==> config.mk <==
export PLATFORM = sky130hd
export DESIGN_NAME = tia_horizontal_sequencer
export DESIGN_NICKNAME = d
export VERILOG_FILES = /design/src/rtl/tia_timing_pkg.sv /design/src/rtl/tia_phase_divider.sv /design/src/rtl/tia_horizontal_sequencer.sv
export SDC_FILE = /design/constraint.sdc
export NUM_CORES = 1
export LEC_CHECK = 0
export CAP_MARGIN = 40
export CORE_MARGIN = 1
export CORE_UTILIZATION = 40
export CTS_CLUSTER_DIAMETER = 150
export DETAILED_ROUTE_END_ITERATION = 12
export GPL_TIMING_DRIVEN = 1
export PLACE_DENSITY = 0.73
export SLEW_MARGIN = 10
export SYNTH_ARGS = -nofsm -noshare
export SYNTH_HDL_FRONTEND = slang
export SYNTH_SLANG_ARGS = --single-unit
export TNS_END_PERCENT = 10
==> constraint.sdc <==
create_clock -name clk -period 1.4 [get_ports clk]
set_input_delay 0.21 -clock clk [delete_from_list [all_inputs] [get_ports clk]]
set_output_delay 0.21 -clock clk [all_outputs]
set_load 0.01 [all_outputs]
==> src/rtl/tia_timing_pkg.sv <==
// Horizontal timing constants shared by the sequencer, playfield and motion blocks.
package tia_timing_pkg;

  localparam int LINE_COUNTS      = 57;
  localparam int CLOCKS_PER_COUNT = 4;
  localparam int LINE_CLOCKS      = LINE_COUNTS * CLOCKS_PER_COUNT;
  localparam int HSYNC_START      = 4;
  localparam int HSYNC_END        = 8;
  localparam int CB_START         = 8;
  localparam int CB_END           = 12;
  localparam int HBLANK_END       = 17;
  localparam int HBLANK_LATE_END  = 19;

  // Half-open window test on a horizontal count: lo <= h < hi.
  function automatic logic in_window(input logic [5:0] h,
                                     input logic [5:0] lo,
                                     input logic [5:0] hi);
    return (h >= lo) && (h < hi);
  endfunction

endpackage

==> src/rtl/tia_phase_divider.sv <==
// Four-phase divider of the colour clock producing the phi1/phi2 strobes and the count-advance enable.
module tia_phase_divider (
  input  logic       clk,
  input  logic       reset_n,
  input  logic       restart,
  output logic [1:0] phase,
  output logic       phi1,
  output logic       phi2,
  output logic       adv
);

  always_ff @(posedge clk or negedge reset_n) begin
    if (!reset_n)     phase <= 2'd0;
    else if (restart) phase <= 2'd0;
    else              phase <= phase + 2'd1;
  end

  assign phi1 = (phase == 2'd0);
  assign phi2 = (phase == 2'd2);
  assign adv  = (phase == 2'd3);

endmodule

==> src/rtl/tia_horizontal_sequencer.sv <==
// TIA horizontal line sequencer: 57-count line counter, HBLANK/HSYNC/burst decode and WSYNC/RSYNC/HMOVE arbitration.
module tia_horizontal_sequencer
  import tia_timing_pkg::*;
#(
  parameter int LINE_COUNTS_P     = LINE_COUNTS,
  parameter int HSYNC_START_P     = HSYNC_START,
  parameter int HSYNC_END_P       = HSYNC_END,
  parameter int CB_START_P        = CB_START,
  parameter int CB_END_P          = CB_END,
  parameter int HBLANK_END_P      = HBLANK_END,
  parameter int HBLANK_LATE_END_P = HBLANK_LATE_END
) (
  input  logic       clk,
  input  logic       reset_n,
  input  logic       wsync,
  input  logic       rsync,
  input  logic       hmove,
  output logic       phi1,
  output logic       phi2,
  output logic [5:0] hcount,
  output logic       hblank,
  output logic       hsync,
  output logic       cburst,
  output logic       eol,
  output logic       rdy,
  output logic       late_hblank
);

  localparam logic [5:0] LAST_COUNT = 6'(LINE_COUNTS_P - 1);
  localparam logic [5:0] HS_LO      = 6'(HSYNC_START_P);
  localparam logic [5:0] HS_HI      = 6'(HSYNC_END_P);
  localparam logic [5:0] CB_LO      = 6'(CB_START_P);
  localparam logic [5:0] CB_HI      = 6'(CB_END_P);
  localparam logic [5:0] HB_NORM    = 6'(HBLANK_END_P);
  localparam logic [5:0] HB_LATE    = 6'(HBLANK_LATE_END_P);

  logic [1:0] phase;
  logic       adv;
  logic       halt;
  logic       late;

  tia_phase_divider u_phase (
    .clk     (clk),
    .reset_n (reset_n),
    .restart (rsync),
    .phase   (phase),
    .phi1    (phi1),
    .phi2    (phi2),
    .adv     (adv)
  );

  assign eol = adv && (hcount == LAST_COUNT);

  // rsync outranks everything; set beats the eol clear so a strobe on the last clock carries into the new line.
  always_ff @(posedge clk or negedge reset_n) begin
    if (!reset_n) begin
      hcount <= 6'd0;
      halt   <= 1'b0;
      late   <= 1'b0;
    end else if (rsync) begin
      hcount <= 6'd0;
      halt   <= 1'b0;
      late   <= 1'b0;
    end else begin
      if (adv) hcount <= eol ? 6'd0 : hcount + 6'd1;
      if (wsync)    halt <= 1'b1;
      else if (eol) halt <= 1'b0;
      if (hmove)    late <= 1'b1;
      else if (eol) late <= 1'b0;
    end
  end

  assign hsync       = in_window(hcount, HS_LO, HS_HI);
  assign cburst      = in_window(hcount, CB_LO, CB_HI);
  assign hblank      = hcount < (late ? HB_LATE : HB_NORM);
  assign rdy         = ~halt;
  assign late_hblank = late;

endmodule
==> results by group, run 1 <==
Routing
  • Drt initial violations: 11
  • DR WL/cell: 13.4 um
  • Drt total wl: 1570 um
  • Via count: 618
  • Vias/cell: 5.28
  • Drt pass-1 iters: 4
  • Residual DRC: 0
  • DRT antenna net count: 0

Worst setup path
  • Crit-path max cell delay: 0.38 ns
  • Critical-path cell list: inv_1 > ha_1 > a2111o_1 > a21oi_2 > buf_2
  • Startpoint Class: flop
  • CP bufs+invs: 2
  • CP top delay family: compound AO/OA/AOI/OAI gates
  • WP data arrival: 1.58 ns
  • Crit. End Element: primary output
  • CP Class: reg -> out
  • Slowest cell on the critical path: a2111o_1
  • Worst EP required: 1.19 ns
  • Max FO, Critical Path: 2

Run status
  • Outcome: finished, violations left
  • Failing checks: negative setup slack

Synthesis
  • Area leader, netlist: dfrtp_1
  • Distinct cells, synth: 26
  • Post-Syn Area per Cell: 9.57 um^2
  • Compound-gate portion of the synthesized area: 13.9%
  • Synth Cell Area: 622 um^2
  • Mux cell area share after synthesis: 3.42%
  • #FFs+latches synth: 10
  • Post-synthesis sequential area ratio: 40.2%
  • Synthesized instance count: 65
  • Post-Syn Nets: 76
  • Main area contributors after synthesis: dfrtp_1 40%, ha_1 12%, inv_1 4.8%, a21oi_1 3.2%, o21ai_0 3.2%
  • Largest family of logic cells by synthesized area: simple AND/OR/NAND/NOR gates
  • Adder-cell share of the synthesized area: 12.1%
  • Synth top area share: 40.2%
  • Simple-Gate Fraction of Synth Area: 22.1%
  • Synth warn: 0
  • XOR/XNOR Fraction of Synth Area: 0%

Power and ir drop
  • Sw Pwr: 199 uW
  • Int Power: 504 uW
  • Leak pwr: 0.000471 uW
  • Pwr/cell area: 719 nW/um^2
  • Max VDD drop: 0.530 mV
  • Switch share: 28.3%
  • Reg power frac: 45.9%
  • Clock power frac: 30.8%
  • Logic pwr share: 23.2%

Place
  • Dpl hpwl: 1150 um
  • GPL Wtd Cong: 0.759
  • Pre-CTS WS: -0.487 ns
  • PortBufs: 18
  • Placed insts: 110

Finish
  • Antenna cell count: 0
  • Layout Cells excl Fill: 117
  • Synthesis-to-layout area growth: 57.1%
  • Layout cell share with drive strength beyond 1: 40.2%
  • Most frequent cells in the layout: 16 x buf_4, 8 x inv_1, 8 x dfrtp_1, 7 x dlygate4sd2_1
  • Nets: 114
  • Commonest non-fill, non-tap cell in the layout: buf_4

Global routing
  • GR Util met2: 34.4%
  • Global route total overflow: 0
  • Grt peak-use layer: met2
  • Vias in the first global route: 583
  • GR Util met3: 3.04%
  • Largest net degree at the start of global routing: 11
  • First-pass GRT wire length: 2500 um
  • Initial antenna violation count: 0
  • GRT Util Overall: 19.4%
  • GR Util met1: 21.5%

Floorplan
  • Core box area: 1370 um^2
  • Die X: 41.4 um
  • Starting Density: 45.5%
  • Io pins: 19
  • Die ar.: 1720 um^2
  • Die H: 41.4 um
  • Row count: 13

Timing
  • Setup Skew: 0.00585 ns
  • Max-Slew Margin vs Limit: 68.4%
  • RSZ-0062 raised after global routing: yes
  • Setup ws final: -0.387 ns
  • Worst hold margin: 0.262 ns
  • Min Tclk post-route: 1.79 ns
  • Final worst-path cycle share: 128%
  • Worst-margin pin slew: 0.473 ns
  • Max Freq: 0.560 GHz
  • # setup viols final: 5
  • Final Max Slew Viols: 0
  • Fin. Hold Viols: 0

Clock network
  • Clk buf depth: 2
  • Root Driver: clkbuf_4
  • Worst-path clk slew: 0.07 ns
  • Clock sink count: 10
  • Total CTS buffers: 3
  • Later-pin clock latency in the skew report: 0.27 ns
  • TritonCTS clock tree: yes
  • H-tree levels: 1

Worst hold path
  • Min-Delay Path Class: in -> async

Run
  • Max-cap violations: 0
==> cells in the mapped netlist <==
cell type / count
mux2_2: 1
a31oi_1: 2
or3b_1: 1
nand3_4: 1
o211ai_1: 2
a21oi_1: 4
inv_1: 8
o21ai_0: 4
or3_1: 2
nor2_1: 3
nand3b_1: 2
nand2_1: 2
nor2b_1: 1
nor3b_1: 1
nor4b_1: 2
a2111o_1: 1
nand3_1: 3
ha_1: 6
buf_2: 2
nand4_1: 1
clkbuf_1: 1
dfrtp_1: 10
mux2i_1: 1
buf_4: 1
o31ai_1: 1
nand2b_1: 2
==> layer usage <==
layer	part of all wire, %	vias to the layer above
met3	4.1	2
met5	0	-
li1	-	302
met2	53	15
met4	0.89	0
met1	42	299
==> per-stage QoR <==
stage	util, %	TNS [ns]	total power, uW	instance area [um^2]
after floorplan	-	-0.0564	395	627
after global placement	67.7	-1.20	488	925
after detailed placement	67.7	-1.33	495	925
after CTS	69.1	-0.994	704	945
after global routing	71.5	-1.22	738	977
final	71.5	-0.799	703	977
==> worst register-to-register path: cells and delay by family, from the launching register on <==
family | cells | cell delay, ns
AOI/OAI and AO/OA | 2 | 0.26
adders and majority gates | 1 | 0.17
buffers and inverters | 3 | 0.34
DFF | 1 | 0.41
and+or+nand+nor | 1 | 0.12
==> worst paths after layout <==
| kind | start | endpoint | slack (ns) | cells past startpoint |
|---|---|---|---|---|
| max | late_hblank | hblank | -0.39 | 5 |
| min reg2reg | u_phase.phase[0] | u_phase.phase[0] | 0.54 | 2 |
| max reg2reg | hcount[1] | hcount[4] | -0.03 | 7 |
| max in group asynchronous | reset_n | hcount[4] | 0.79 | 1 |
| min in group clk | wsync | halt | 0.48 | 3 |
| min | reset_n | hcount[5] | 0.26 | 1 |
==> power by group through the flow <==
stage	clock [uW]	combinational (uW)	sequential, uW
6_report	217	163	323
5_1_grt	235	179	325
4_1_cts	225	158	321
3_5_place_dp	0	170	326
3_3_place_gp	0	164	324
2_1_floorplan	0	65.2	330
==> logic make-up after synthesis <==
kind of cell / after synthesis
multiplexers: 2
flip-flops: 10
adder cells (fa/ha/maj): 6
buffers and inverters: 12
AND/OR/NAND/NOR: 21
AO/OA/AOI/OAI: 14
==> flip-flops by register name, summed over array words and instances, names as in the netlist <==
signal / flops
u_phase.phase: 2
late_hblank: 1
hcount: 6
halt: 1
==> area by class of cell <==
type                    instances  area (um^2)
clock buffers                   4         26.3
multi-input cells              43          353
inverters                       8         30.0
repair buffers                 37          297
flip-flops and latches         10          253
fillers                       109          389
well taps                      15         18.8
==> repair_timing <==
| action | in CTS | in global routing |
|---|---|---|
| resized for setup | 33 | 15 |
| setup endpoints to repair | 18 | 12 |
| hold buffers | 0 | 0 |
| pin swaps | 0 | 1 |
| buffers inserted | 2 | 1 |
| endpoints found under the hold margin | 0 | 0 |
No activity file was read; power rests on OpenSTA's default activity.
==> run 2: changes to the inputs <==
- CAP_MARGIN: 40 -> 20
- CELL_PAD_IN_SITES_DETAIL_PLACEMENT: unset -> 0
- CELL_PAD_IN_SITES_GLOBAL_PLACEMENT: unset -> 2
- CORE_UTILIZATION: 40 -> 24
- PLACE_DENSITY: 0.73 -> unset
- PLACE_DENSITY_LB_ADDON: unset -> 0.1
==> results by group, run 2 (synthesized netlist as in run 1, its figures left out) <==
Run status
  • Outcome: finished, violations left
  • Failing checks: negative setup slack

Worst setup path
  • CP top delay family: compound AO/OA/AOI/OAI gates
  • Crit-path max cell delay: 0.40 ns
  • Critical-path cell list: ha_1 > a2111o_1 > a21oi_2 > buf_2
  • Max FO, Critical Path: 2
  • WP data arrival: 1.57 ns
  • CP Class: reg -> out
  • Worst EP required: 1.19 ns
  • Startpoint Class: flop
  • Slowest cell on the critical path: dfrtp_2
  • CP bufs+invs: 1
  • Crit. End Element: primary output

Timing
  • Setup ws final: -0.376 ns
  • Worst-margin pin slew: 0.236 ns
  • Min Tclk post-route: 1.78 ns
  • Fin. Hold Viols: 0
  • Final worst-path cycle share: 127%
  • Max-Slew Margin vs Limit: 84.0%
  • RSZ-0062 raised after global routing: yes
  • Setup TNS: -0.903 ns
  • # setup viols final: 7
  • Final Max Slew Viols: 0
  • Max Freq: 0.563 GHz
  • Setup Skew: 0.00293 ns

Routing
  • DR WL/cell: 12.5 um
  • Drt initial violations: 10
  • Residual DRC: 0
  • Drt total wl: 1660 um
  • Vias/cell: 4.54
  • Via count: 604
  • DRT antenna net count: 0
  • Drt pass-1 iters: 4

Clock network
  • Clk buf depth: 2
  • CTS Hold Bufs: 0
  • Total CTS buffers: 3
  • Root Driver: clkbuf_4
  • Later-pin clock latency in the skew report: 0.27 ns
  • Worst-path clk slew: 0.07 ns
  • Clock sink count: 10
  • H-tree levels: 1
  • TritonCTS clock tree: yes

Finish
  • Antenna cell count: 0
  • Layout cell share with drive strength beyond 1: 40.8%
  • Synthesis-to-layout area growth: 63.8%
  • Reg with most FFs: hcount
  • Nets: 115
  • Biggest registers after layout: hcount x6, u_phase.phase x2
  • # fillers: 251
  • Register area: 255 um^2
  • Final instance area: 1020 um^2
  • Multi-input gate area: 350 um^2
  • Largest register FFs: 6
  • Most frequent cells in the layout: 18 x buf_4, 7 x inv_1, 7 x dlygate4sd2_1, 6 x dfrtp_1
  • Commonest non-fill, non-tap cell in the layout: buf_4

Global routing
  • Largest net degree at the start of global routing: 11
  • Initial antenna violation count: 0
  • GR Util met2: 21.5%
  • Vias in the first global route: 601
  • First-pass GRT wire length: 2710 um
  • GRT Util Overall: 14.2%
  • GR Util met1: 18.1%
  • Grt peak-use layer: met2
  • Global route total overflow: 0
  • GR Util met3: 3.16%

Place
  • Dpl hpwl: 1260 um
  • PortBufs: 18
  • Placed inst area: 966 um^2
  • GPL Wtd Cong: 0.775

Floorplan
  • Starting Density: 25.3%
  • Die ar.: 2800 um^2
  • Core box area: 2450 um^2
  • Die H: 52.9 um
  • Row count: 18
  • Die X: 52.9 um
  • Io pins: 19

Power and ir drop
  • Logic pwr share: 22.3%
  • Pwr/cell area: 745 nW/um^2
  • Leak pwr: 0.000477 uW
  • Int Power: 559 uW
  • Reg power frac: 42.6%
  • Sw Pwr: 200 uW
  • Clock power frac: 35.1%
  • Max VDD drop: 0.302 mV
  • Switch share: 26.4%

Run
  • Max-cap violations: 0

Worst hold path
  • Min-Delay Path Class: in -> async
[run 2: cell types whose count changed in the layout (fill, tap and decap cells not counted), sizes merged]
cell,previous run,this run
dlygate4sd1,0,1
clkdlybuf4s15,1,2
clkbuf,7,4
buf,22,24
[run 2: layer usage]
metal	vias up	routed length [um]
li1	304	-
met1	288	799
met2	10	770
met3	2	82
met4	0	10
met5	-	0
[run 2: path summary, 6_finish.rpt]
kind | startpoint | end | slack [ns] | depth (start not counted)
max | hcount[1] | hblank | -0.38 | 4
max reg2reg | hcount[1] | hcount[3] | -0.05 | 7
max in group asynchronous | reset_n | hcount[5] | 1.00 | 2
min | reset_n | u_phase.phase[1] | 0.24 | 2
min reg2reg | halt | halt | 0.53 | 2
min in group clk | wsync | halt | 0.48 | 3
[run 2: worst reg2reg max path, cell delays in order (launching register included)]
cell	delay, ns
dfrtp_2	0.40
buf_4	0.15
inv_1	0.05
ha_2	0.17
nand3b_1	0.12
buf_6	0.16
o211ai_1	0.16
a31oi_1	0.10
[run 2: area by class of cell]
class	count	share of cell area, %
Clock buffer	4	3.56
Inverter	8	2.95
Multi-Input combinational cell	43	34.4
Sequential cell	10	25.1
Tap cell	30	3.69
Timing Repair Buffer	38	30.3
[run 2: power groups by stage]
stage	Combinational, uW	Sequential, uW	Clock, uW
final	169	323	266
after global routing	188	326	289
after CTS	166	322	276
after detailed placement	177	325	0
after global placement	175	326	0
after floorplan	65.2	330	0
[run 2: stage by stage]
step	std cells	power, uW	hold WS, ns	util, %	worst slack, ns
final	133	759	0.239	41.5	-0.376
after global routing	133	804	0.264	41.5	-0.428
after CTS	133	765	0.240	40.7	-0.390
after detailed placement	128	502	0.522	39.3	-0.490
after global placement	128	502	0.516	39.3	-0.500
after floorplan	65	395	-0.0856	-	-0.0564
[run 2: repair_timing]
action,CTS,global route
gates cloned,0,0
setup endpoints to repair,20,16
pin swaps,1,1
buffers inserted,1,0
gates resized for setup,38,10
